## config.mk

```make
export PLATFORM = sky130hd
export DESIGN_NAME = identificador_compuerta
export DESIGN_NICKNAME = d
export VERILOG_FILES = /design/src/rtl/identificador_compuerta.sv
export SDC_FILE = /design/constraint.sdc
export NUM_CORES = 1
export LEC_CHECK = 0
export ABC_AREA = 1
export BUFFER_PORTS_ARGS = -buffer_cell sky130_fd_sc_hd__buf_2
export CORE_MARGIN = 2
export CORE_UTILIZATION = 55
export CTS_CLUSTER_DIAMETER = 200
export DETAILED_ROUTE_END_ITERATION = 8
export PLACE_DENSITY = 0.78
export REMOVE_ABC_BUFFERS = 1
export SKIP_CTS_REPAIR_TIMING = 1
export SLEW_MARGIN = 20
export SYNTH_ARGS = -nofsm -noshare
export SYNTH_HDL_FRONTEND = slang
export SYNTH_SLANG_ARGS = --single-unit
```

## constraint.sdc

```tcl
create_clock -name clk -period 1.5 [get_ports clk]
set_input_delay 0.075 -clock clk [delete_from_list [all_inputs] [get_ports clk]]
set_output_delay 0.075 -clock clk [all_outputs]
set_load 0.01 [all_outputs]
```

## src/rtl/identificador_compuerta.sv

```systemverilog
// identificador_compuerta: probes a 3-input selectable gate unit through an
// enable check and all 8 input vectors, captures its truth table and decodes
// it back to the unit's 3-bit sel code.
//
// state     | meaning
// ----------+-----------------------------------------------------------
// IDLE      | probes at 0, results held, waiting for inicio
// PROBE_OFF | act=0, ent=111; sal must stay 0 or act_err is flagged
// SWEEP     | act=1, ent=idx; sal captured into tabla[idx] per vector
// DECODE    | probes at 0; table decoded, results registered
// DONE      | one-cycle valido pulse, back to IDLE

module identificador_compuerta #(
    parameter int SETTLE = 0
) (
    input  logic       clk,
    input  logic       rst,
    input  logic       inicio,
    input  logic       sal_in,
    output logic       ent1_o,
    output logic       ent2_o,
    output logic       ent3_o,
    output logic       act_o,
    output logic       ocupado,
    output logic       valido,
    output logic [2:0] sel_det,
    output logic [7:0] tabla,
    output logic       error
);

    // One extra bit keeps the counter at least 1 bit wide when SETTLE = 0.
    localparam int CW = $clog2(SETTLE + 2);
    localparam logic [CW-1:0] CNT_LOAD = CW'(SETTLE);

    typedef enum logic [2:0] {
        IDLE      = 3'd0,
        PROBE_OFF = 3'd1,
        SWEEP     = 3'd2,
        DECODE    = 3'd3,
        DONE      = 3'd4
    } estado_t;

    estado_t       estado;
    estado_t       estado_sig;
    logic [CW-1:0] cnt;
    logic [2:0]    idx;
    logic [7:0]    tabla_int;
    logic          act_err;
    logic          tc;
    logic [2:0]    sel_dec;
    logic          err_dec;

    // Settle hold ends when the down-counter reaches zero.
    assign tc = (cnt == '0);

    // State register.
    always_ff @(posedge clk) begin
        if (rst) begin
            estado <= IDLE;
        end else begin
            estado <= estado_sig;
        end
    end

    // Next state and probe/status outputs, decoded from the current state.
    always_comb begin
        estado_sig = estado;
        ent1_o     = 1'b0;
        ent2_o     = 1'b0;
        ent3_o     = 1'b0;
        act_o      = 1'b0;
        ocupado    = 1'b0;
        valido     = 1'b0;
        case (estado)
            IDLE: begin
                if (inicio) begin
                    estado_sig = PROBE_OFF;
                end
            end
            PROBE_OFF: begin
                ocupado = 1'b1;
                {ent1_o, ent2_o, ent3_o} = 3'b111;
                if (tc) begin
                    estado_sig = SWEEP;
                end
            end
            SWEEP: begin
                ocupado = 1'b1;
                act_o   = 1'b1;
                {ent1_o, ent2_o, ent3_o} = idx;
                if (tc && (idx == 3'd7)) begin
                    estado_sig = DECODE;
                end
            end
            DECODE: begin
                ocupado    = 1'b1;
                estado_sig = DONE;
            end
            DONE: begin
                valido     = 1'b1;
                estado_sig = IDLE;
            end
            default: begin
                estado_sig = IDLE;
            end
        endcase
    end

    // Table decode; an enable-check failure overrides whatever was captured.
    always_comb begin
        sel_dec = 3'b000;
        err_dec = 1'b0;
        if (act_err) begin
            err_dec = 1'b1;
        end else begin
            case (tabla_int)
                8'h80:   sel_dec = 3'b001;
                8'hFE:   sel_dec = 3'b010;
                8'h96:   sel_dec = 3'b011;
                8'h7F:   sel_dec = 3'b100;
                8'h01:   sel_dec = 3'b101;
                8'h69:   sel_dec = 3'b110;
                8'h00:   sel_dec = 3'b000;
                default: err_dec = 1'b1;
            endcase
        end
    end

    // Settle counter, vector index, capture registers and held results.
    always_ff @(posedge clk) begin
        if (rst) begin
            cnt       <= '0;
            idx       <= 3'd0;
            tabla_int <= 8'h00;
            act_err   <= 1'b0;
            sel_det   <= 3'b000;
            tabla     <= 8'h00;
            error     <= 1'b0;
        end else begin
            case (estado)
                IDLE: begin
                    if (inicio) begin
                        cnt       <= CNT_LOAD;
                        idx       <= 3'd0;
                        tabla_int <= 8'h00;
                        act_err   <= 1'b0;
                    end
                end
                PROBE_OFF: begin
                    if (tc) begin
                        act_err <= sal_in;
                        cnt     <= CNT_LOAD;
                    end else begin
                        cnt <= cnt - 1'b1;
                    end
                end
                SWEEP: begin
                    if (tc) begin
                        tabla_int[idx] <= sal_in;
                        cnt            <= CNT_LOAD;
                        if (idx != 3'd7) begin
                            idx <= idx + 3'd1;
                        end
                    end else begin
                        cnt <= cnt - 1'b1;
                    end
                end
                DECODE: begin
                    sel_det <= sel_dec;
                    error   <= err_dec;
                    tabla   <= tabla_int;
                end
                default: begin
                end
            endcase
        end
    end

endmodule

```

==> summary.md <==
| Metric | Value |
|---|---|
| CTS buffer count | `3` |
| Grt ovf | `0` |
| Die X | `53.7 um` |
| R2r startpoint | `idx[1]` |
| Clock slew at reported path FFs | `0.15 ns` |
| Fillers | `approximately 220` |
| Yosys top cell area share | `between 30% and 40%` |
| Leakage Power | `approximately 0.67 nW` |
| Worst Slack Setup Final | `approximately 0.075 ns` |
| Placed insts | `about 240` |
| Crit path max fanout | `7` |
| M1 WL | `1370 um` |
| Worst rel slew slack | `slightly above 70%` |
| Cell count after synthesis | `195` |
| Ant diodes | `0` |
| Initial antenna violation count | `0` |
| Register bit total from synthesis | `27` |
| Min-Delay Startpoint | `rst` |
| CP startpoint kind | `register` |
| WP data required | `1.42 ns` |
| IO Pins | `22` |
| DIE HEIGHT | `between 50 and 60 um` |
| Clock Tree Buf Depth | `2` |
| Clock H-tree levels | `1` |
| CTS tree | `done` |
| Worst hold-check path type | `input port to register` |
| Core ar. | `0.00241 sq mm` |
| Via count | `1,354` |
| Min Tclk post-route | `~1.4 ns` |
| Row cnt | `18` |
| Sequential area share after synthesis | `approximately two fifths` |
| # DRC | `0` |
| Worst skew pair latency | `about 0.33 ns` |
| Syn Area/Cell | `between 6 and 7 sq um` |
| Vias in the first global route | `~1,200` |
| Root Driver | `clkbuf_4` |
| Unique masters post-synth | `23` |
| CP Data Arrival Time | `1.35 ns` |
| Largest net degree at the start of global routing | `18` |
| PD cells | `just under 900 mW/mm^2` |
| Final Cycle Share | `a little over nine tenths` |
| Non-Filler Instances | `248` |
| Dpl hpwl | `2180 um` |
| Final net count | `~230` |
| Clk sink count | `27` |
| IO buf count | `21` |
| Final core occ | `between 60% and 70%` |
| Post-DRT Antenna Nets | `0` |
| Placer Congestion | `between 0.8 and 0.9` |
| Peak supply drop | `roughly 810 uV` |
| Worst-margin pin slew | `~0.42 ns` |
| CP Class | `register to output port` |
| Area growth from synthesis to layout | `13.3%` |
| Layout Skew | `0.00320 ns` |
| Wire length on met3 | `around 90 um` |
| Final Hold Vio Count | `0` |
| First-pass GRT wire length | `approximately 4700 um` |
| Fmax | `approximately 0.7 GHz` |
| Hold depth | `2` |
| R2r setup slk | `around 0.18 ns` |
| Initial DRC count | `37` |
| Total track usage | `22.1%` |
| Area leader, netlist | `dfxtp_1` |
| DR vias/cell | `5.46` |
| Max Used Layer | `met4` |
| Die Area | `between 0.002 and 0.003 sq mm` |
| Top cells by area, synth | `dfxtp_1 40%, nand2_1 12%, a21oi_1 9.2%, nor2_1 7.7%, o21ai_0 6.6%` |
| Critical Path End Type | `output port` |
| Place WS | `approximately 0.19 ns` |
| WL met2 | `around 1500 um` |
| Status | `finished, final reports clean` |
| Sum Neg Setup Slack | `0 ns` |
| Max cap viols | `0` |
| Synthesized area | `roughly 0.0014 sq mm` |
| Hold Path Sink | `estado[1]` |
| Reg2reg path depth | `6` |
| 1st-pass router iterations | `4` |
| Final setup fails | `0` |
| Reg2Reg Capture Point | `idx[0]` |
| Hold_ws | `about 0.061 ns` |
| Synth warn | `0` |
| Final wirelength | `between 2000 and 3000 um` |
| DR WL/cell | `approximately 12 um` |
| Initial Utilization | `a little under three fifths` |
| Unrepaired setup endpoints after global routing | `true` |
| Slew Viols, Final | `0` |
| Layout cell share with drive strength beyond 1 | `20.2%` |
## logic make-up after synthesis
logic type      after synthesis  synth area share (%)
simple gates                 95                  32.0
fa+ha+maj                     2                  1.84
compound gates               47                  18.3
buf+inv                      24                  8.01
flops                        27                  39.8
## area by class of cell
class                      instances  area, sq um  share of cell area, %
clock buffer                       3         22.5                   1.46
tap                               30         37.5                   2.44
timing repair buffer              24          131                   8.54
multi-input combinational        144          722                   46.9
inverter                          19         73.8                   4.80
sequential                        27          547                   35.5
clock inverter                     1         5.00                  0.325
## worst max-delay path by stage
| stage | from | endpoint |
|---|---|---|
| 4_1_cts | estado[0] | ent2_o |
| 2_1_floorplan | estado[2] | tabla_int[0] |
| 3_3_place_gp | idx[0] | idx[0] |
| 5_1_grt | estado[0] | ent2_o |
| 6_report | estado[2] | ent3_o |
| 3_5_place_dp | idx[0] | idx[0] |
## registers in the layout (all words and copies together) (netlist names)
register   count
act_err        1
error          1
estado         3
idx            3
sel_det        3
tabla          8
tabla_int      8
## critical path, stage by stage (launching register included)
cell and delay (ns):
dfxtp_4 0.39, inv_2 0.09, nand3_4 0.11, buf_6 0.15
o21ai_0 0.13, buf_2 0.15
## report_power, final
group	internal [W]	switching, W
Clock	0.000100	0.000220
Sequential	0.000750	0.0000374
Combinational	0.0000966	0.000173
## layer usage
layer	track usage, %	up-vias
met3	2.50	5
met4	8.97	0
met2	37.4	26
met1	28.3	627
met5	0	-
li1	-	696
## cell usage in the layout, fill, tap and decap left out, types with 2 or more instances in the layout
master	netlist	final
buf_4	0	2
nand4_1	7	7
nor2_4	2	2
o21ai_1	1	3
o21ai_0	18	16
nand2_1	42	42
clkbuf_4	0	3
inv_1	16	15
nor3_1	5	4
dfxtp_2	0	2
a21oi_1	25	25
dfxtp_1	27	24
ha_1	2	2
buf_2	1	21
inv_2	2	3
nor2_1	28	28
nand3_1	7	7
## synthesized netlist by cell type
cell type and instances:
nor3_1 5, buf_6 2, nand3_1 7, clkbuf_1 2
nor2_1 28, nand4_1 7, nor2_8 1, a211oi_2 1
nand2_1 42, a21oi_1 25, inv_1 16, o21ai_1 1
inv_4 1, buf_2 1, nor2_4 2, inv_2 2
dfxtp_1 27, o21ai_0 18, a211oi_1 1, ha_1 2
nand2_2 1, o21ai_2 1, nand3_2 2
## stage by stage
| step | power (W) | area (sq um) |
|---|---|---|
| 2_1_floorplan | 0.000959 | 1320 |
| 3_3_place_gp | 0.00104 | 1480 |
| 3_5_place_dp | 0.00105 | 1480 |
| 4_1_cts | 0.00135 | 1510 |
| 5_1_grt | 0.00144 | 1540 |
| 6_report | 0.00138 | 1540 |
Note: power is estimated with default switching activity, not from simulation.
